### src/rtl/booth_pkg.sv
// Shared types and constants for the radix-2 Booth multiplier sequencer.
package booth_pkg;

  typedef enum logic [2:0] {
    IDLE,
    LOAD,
    ARITH,
    SHIFT,
    DONE
  } state_t;

  localparam logic [1:0] QP_ADD = 2'b01;
  localparam logic [1:0] QP_SUB = 2'b10;

  // iter must represent 0..width inclusive
  function automatic int iter_w(input int width);
    return $clog2(width + 1);
  endfunction

endpackage

### src/rtl/booth_iter_counter.sv
// Iteration counter for the Booth sequencer: clear, increment, and a flag
// marking the last iteration (count == WIDTH-1).
module booth_iter_counter
  import booth_pkg::*;
#(
  parameter int WIDTH = 8
) (
  input  logic                      clk,
  input  logic                      rst_n,
  input  logic                      clr,
  input  logic                      inc,
  output logic [iter_w(WIDTH)-1:0]  count,
  output logic                      last
);

  localparam int CNT_W = iter_w(WIDTH);

  always_ff @(posedge clk) begin
    if (!rst_n) begin
      count <= '0;
    end else if (clr) begin
      count <= '0;
    end else if (inc) begin
      count <= count + CNT_W'(1);
    end
  end

  assign last = (count == CNT_W'(WIDTH - 1));

endmodule

### src/rtl/booth_controller.sv
// Sequencing FSM for the radix-2 Booth multiplier: start/done handshake,
// iteration count, and load/add/sub/shift strobes into the datapath.
module booth_controller
  import booth_pkg::*;
#(
  parameter int WIDTH = 8
) (
  input  logic                      clk,
  input  logic                      rst_n,
  input  logic                      start,
  input  logic                      abort,
  input  logic [1:0]                q_bits,
  output logic                      load,
  output logic                      add_en,
  output logic                      sub_en,
  output logic                      shift_en,
  output logic                      busy,
  output logic                      done,
  output logic [iter_w(WIDTH)-1:0]  iter
);

  state_t state_q;
  state_t state_d;
  logic   cnt_clr;
  logic   cnt_inc;
  logic   cnt_last;

  booth_iter_counter #(
    .WIDTH (WIDTH)
  ) u_iter_counter (
    .clk   (clk),
    .rst_n (rst_n),
    .clr   (cnt_clr),
    .inc   (cnt_inc),
    .count (iter),
    .last  (cnt_last)
  );

  always_ff @(posedge clk) begin
    if (!rst_n) begin
      state_q <= IDLE;
    end else begin
      state_q <= state_d;
    end
  end

  // Moore decode; only the add/sub choice looks at the live Q pair.
  always_comb begin
    state_d  = state_q;
    cnt_clr  = 1'b0;
    cnt_inc  = 1'b0;
    load     = 1'b0;
    add_en   = 1'b0;
    sub_en   = 1'b0;
    shift_en = 1'b0;
    busy     = 1'b1;
    done     = 1'b0;
    unique case (state_q)
      IDLE: begin
        busy = 1'b0;
        if (start) begin
          state_d = LOAD;
          cnt_clr = 1'b1;
        end
      end
      LOAD: begin
        load    = 1'b1;
        cnt_clr = 1'b1;
        state_d = abort ? IDLE : ARITH;
      end
      ARITH: begin
        add_en = (q_bits == QP_ADD);
        sub_en = (q_bits == QP_SUB);
        if (abort) begin
          state_d = IDLE;
          cnt_clr = 1'b1;
        end else begin
          state_d = SHIFT;
        end
      end
      SHIFT: begin
        shift_en = 1'b1;
        // abort wins over the increment so iter lands on 0
        if (abort) begin
          state_d = IDLE;
          cnt_clr = 1'b1;
        end else begin
          cnt_inc = 1'b1;
          state_d = cnt_last ? DONE : ARITH;
        end
      end
      DONE: begin
        done    = 1'b1;
        state_d = IDLE;
      end
      default: begin
        busy    = 1'b0;
        state_d = IDLE;
      end
    endcase
  end

endmodule

### config.mk
export PLATFORM = sky130hd
export DESIGN_NAME = booth_controller
export DESIGN_NICKNAME = d
export VERILOG_FILES = /design/src/rtl/booth_pkg.sv /design/src/rtl/booth_iter_counter.sv /design/src/rtl/booth_controller.sv
export SDC_FILE = /design/constraint.sdc
export NUM_CORES = 1
export LEC_CHECK = 0
export ABC_AREA = 1
export ABC_CLOCK_PERIOD_IN_PS = 900
export BUFFER_PORTS_ARGS = -buffer_cell sky130_fd_sc_hd__buf_2
export CORE_AREA = 2 2 39 41
export DETAILED_ROUTE_END_ITERATION = 12
export DIE_AREA = 0 0 41 43
export PLACE_DENSITY = 0.6
export SLEW_MARGIN = 10
export SYNTH_ARGS = -nofsm -noshare
export SYNTH_HDL_FRONTEND = slang
export SYNTH_SLANG_ARGS = --single-unit
### constraint.sdc
create_clock -name clk -period 0.9 [get_ports clk]
set_input_delay 0 -clock clk [delete_from_list [all_inputs] [get_ports clk]]
set_output_delay 0 -clock clk [all_outputs]
set_load 0.02 [all_outputs]
==> flow_summary.rst <==
.. list-table::
   :header-rows: 1

   * - Metric
     - Value
   * - Outcome
     - finished, violations left
   * - Violations in the final reports
     - setup timing
   * - # IOs
     - 16
   * - Ranking of synthesized cells by area
     - sky130_fd_sc_hd__dfxtp_1 (32%), sky130_fd_sc_hd__nand2_1 (17%), sky130_fd_sc_hd__nand3_1 (10%), sky130_fd_sc_hd__inv_1 (10%), sky130_fd_sc_hd__nor3_2 (4.6%)
   * - Max-cap violations
     - 0
   * - Power per cell area
     - between 900 and 1000 mW/mm^2
   * - Total number of vias
     - 567
   * - Dominant delay contributor by cell family on the critical path
     - flip-flops
   * - Antenna cells
     - 0
   * - Levels on crit path
     - 4
   * - Core region area
     - approximately 0.0014 sq mm
   * - Share of layout cells above drive strength 1
     - 56.6%
   * - DPL Wire Length
     - around 920 um
   * - Nets@finish
     - between 100 and 150
   * - Cell taking the most area after synthesis
     - sky130_fd_sc_hd__dfxtp_1
   * - Final Instance Area
     - between 800 and 900 sq um
   * - Layout overhead on the synthesized area
     - 97.7%
   * - Most used flip-flop cell after synthesis
     - sky130_fd_sc_hd__dfxtp_1
   * - Drt initial violations
     - 10
   * - Post-synthesis cell count
     - 69
   * - Clock network latency to the later pin of the worst-skew pair
     - between 0.2 and 0.3 ns
   * - Post-Syn Nets
     - 76
   * - Footprint of the flip-flops and latches
     - roughly 160 sq um
   * - Number of iterations in the first detailed-routing pass
     - 4
   * - Seq/Total Area, Yosys
     - roughly 32%
   * - Crit path time final
     - ~1.2 ns
   * - Die area
     - ~0.0018 sq mm
   * - Share of the core filled with cells in the final layout
     - 61.8%
   * - Via density
     - 4.65
   * - Relative slew slack
     - 83.8%
   * - Wirelength, routed
     - around 1.4 mm
   * - Number of design rule violations left after detail routing
     - 0
   * - Area used by multi-input combinational logic
     - between 300 and 400 sq um
   * - Fraction of power spent switching nets
     - approximately 29%
   * - DP Worst Slack
     - -0.127 ns
   * - Post-synthesis register bit count
     - 7
   * - Maximum achievable frequency
     - around 850 MHz
   * - Clock tree from TritonCTS
     - yes
   * - Cell area after placement
     - between 600 and 700 sq um
   * - Number of levels the H-tree was split into
     - 1
   * - Vias in the first global route
     - ~520
   * - Number of cells on the worst reg-to-reg path
     - 7
   * - Final weighted congestion in routability-driven placement
     - 0.756
   * - Total routing resource utilization after global routing
     - between 15 and 20%
   * - Total count of max-transition violations in the final report
     - 0
   * - Horizontal extent of the die
     - 41 um
   * - Std cell rows
     - 14
   * - Library cell contributing the largest single delay on the critical path
     - sky130_fd_sc_hd__dfxtp_4
   * - Logic pwr share
     - ~24%
   * - Number of enable-type register cells in the synthesized netlist
     - 0
   * - Internal cell power
     - 563 uW
   * - Crit Path Max Fanout
     - 6
   * - Endpoints failing hold
     - 0
   * - Worst setup skew after layout
     - 0.00630 ns
   * - Number of sinks driven by the clock tree
     - 7
   * - Static leakage
     - between 0.4 and 0.5 nW
   * - Distinct cell type count of the synthesized netlist
     - 17
   * - Initial antenna violation count
     - 0
   * - Die outline height
     - between 40 and 50 um
   * - Worst path bufs/invs
     - 2
   * - Non-filler instance count after layout
     - 122
   * - CP Data Arrival Time
     - ~1.2 ns
   * - Pin slew with the least headroom to its limit
     - 0.242 ns
   * - Clock Pin Slew Worst Setup and Hold Paths
     - approximately 0.06 ns
   * - Netlist area before placement
     - 433 sq um
   * - Sort of element at the end of the critical path
     - output pin
   * - Total overflow reported by the global router
     - 0
   * - WHS
     - 0.0314 ns
   * - Synth async-reset ratio
     - 0%
   * - Remaining antenna violation count after routing
     - 0
   * - Share of the cycle needed by the critical path after routing
     - 130%
   * - VDD IR max
     - between 0.0009 and 0.001 V
   * - Switching power
     - between 200 and 250 uW
   * - Maximum number of pins on one net before global-route repair
     - 7
   * - Critical Path RT
     - ~0.90 ns
   * - Part of the total power dissipated in the clock network
     - 35.6%
   * - PortBufs
     - 15
   * - Setup repair after global routing missed its margin
     - yes
   * - Warning count from the yosys run
     - 0
   * - Starting density of the core
     - a little under a third
   * - Clock Root Buffer
     - sky130_fd_sc_hd__clkbuf_4
   * - Clock buffers created by TritonCTS
     - 3
   * - Total placed cells including tap cells
     - between 100 and 150
   * - Crit path top cell by count
     - sky130_fd_sc_hd__buf_6
   * - Category of the worst setup path launch point
     - flop
   * - Wire length of the first global-routing pass
     - 1.97 mm
   * - Worst-path cell chain
     - buf_6, nor3_4, or2_1, buf_6
   * - Fillers
     - approximately 130
   * - Total Neg Setup Slack
     - -2.39 ns
   * - Max incr delay on CP
     - 0.39 ns
   * - Mean instance size in the synthesized netlist
     - around 6.3 sq um
   * - Power Total
     - 792 uW
   * - WL per Instance
     - 11.1 um
   * - Hold path cells
     - 3
   * - Path type of the worst min-delay path
     - in2reg
   * - Fraction of post-synthesis cell area in the top cell type by area
     - ~32%
   * - Setup violators final
     - 13
   * - Setup CP Type
     - reg2out
   * - Post-layout worst setup margin
     - -0.270 ns
   * - Power share of the sequential group
     - between 40% and 50%
   * - Maximum buffer depth of the clock tree
     - 2
[cell type report]
type | count | area share [%]
Timing Repair Buffer | 33 | 31.7
Inverter | 13 | 5.99
Tap cell | 16 | 2.34
Clock buffer | 3 | 2.63
Sequential cell | 7 | 18.9
Multi-Input combinational cell | 49 | 37.9
Clock inverter | 1 | 0.585
[power by group through the flow]
stage	Clock, mW	Combinational, mW	Sequential, mW
2_1_floorplan	0	0.0696	0.327
3_3_place_gp	0	0.126	0.324
3_5_place_dp	0	0.127	0.324
4_1_cts	0.294	0.168	0.319
5_1_grt	0.314	0.209	0.317
6_report	0.282	0.193	0.317
[routing by layer]
layer	vias to the layer above	global-route usage [%]	share of wire, %
met5	-	0	0
met4	0	11.3	2.3
met3	4	3.66	4.1
met2	13	29.7	54
met1	257	15.7	39
li1	293	-	-
[path summary, 6_finish.rpt]
path / from / endpoint / slack, ns
setup / recovery: state_q[1] / busy / -0.27
hold / removal: rst_n / state_q[1] / 0.03
setup reg to reg: state_q[1] / u_iter_counter.count[0] / -0.20
hold reg to reg: u_iter_counter.count[2] / u_iter_counter.count[2] / 0.56
[cells in the mapped netlist (2+ instances only)]
| cell | count |
|---|---|
| sky130_fd_sc_hd__nor3_1 | 3 |
| sky130_fd_sc_hd__nor2_1 | 5 |
| sky130_fd_sc_hd__nand2_1 | 20 |
| sky130_fd_sc_hd__dfxtp_1 | 7 |
| sky130_fd_sc_hd__inv_1 | 12 |
| sky130_fd_sc_hd__nand3_1 | 9 |
| sky130_fd_sc_hd__nand2_2 | 2 |
| sky130_fd_sc_hd__nor3_2 | 2 |
[worst register-to-register path: stages, from the launching register on]
cell                      delay (ns)
sky130_fd_sc_hd__dfxtp_4        0.39
sky130_fd_sc_hd__buf_4          0.13
sky130_fd_sc_hd__nand2_4        0.06
sky130_fd_sc_hd__nor3_4         0.21
sky130_fd_sc_hd__nand2_1        0.09
sky130_fd_sc_hd__nand2_1        0.07
sky130_fd_sc_hd__nand2_1        0.04
sky130_fd_sc_hd__inv_1          0.05
[placed cells by master, fill, tap and decap left out, types with 2 or more instances in the layout]
cell / instances
sky130_fd_sc_hd__nand3_2: 2
sky130_fd_sc_hd__nand2_2: 2
sky130_fd_sc_hd__inv_1: 11
sky130_fd_sc_hd__dfxtp_4: 5
sky130_fd_sc_hd__nand2_4: 2
sky130_fd_sc_hd__buf_4: 13
sky130_fd_sc_hd__nor2_4: 2
sky130_fd_sc_hd__nor3_2: 3
sky130_fd_sc_hd__nor2_1: 3
sky130_fd_sc_hd__nand3_1: 7
sky130_fd_sc_hd__dfxtp_2: 2
sky130_fd_sc_hd__buf_2: 8
sky130_fd_sc_hd__nor3_4: 2
sky130_fd_sc_hd__buf_6: 11
sky130_fd_sc_hd__nand2_1: 18
sky130_fd_sc_hd__clkbuf_4: 3
[flip-flops by register name, summed over array words and instances (netlist names)]
| signal | cells |
|---|---|
| state_q | 3 |
| u_iter_counter.count | 4 |
[kinds of logic after synthesis]
family / synth area share, %
AOI/OAI and AO/OA: 4.04
xor gates and xnor gates: 2.02
adders and majority gates: 2.89
buffers and inverters: 11.3
DFF: 32.4
and+or+nand+nor: 47.4
[what timing repair did]
item,in CTS,in global routing
resized for setup,24,9
hold buffers,1,0
setup endpoints to repair,15,15
setup buffers,2,5
pin swaps,2,11
endpoints found under the hold margin,1,0
(Power assumes the default switching activity.)
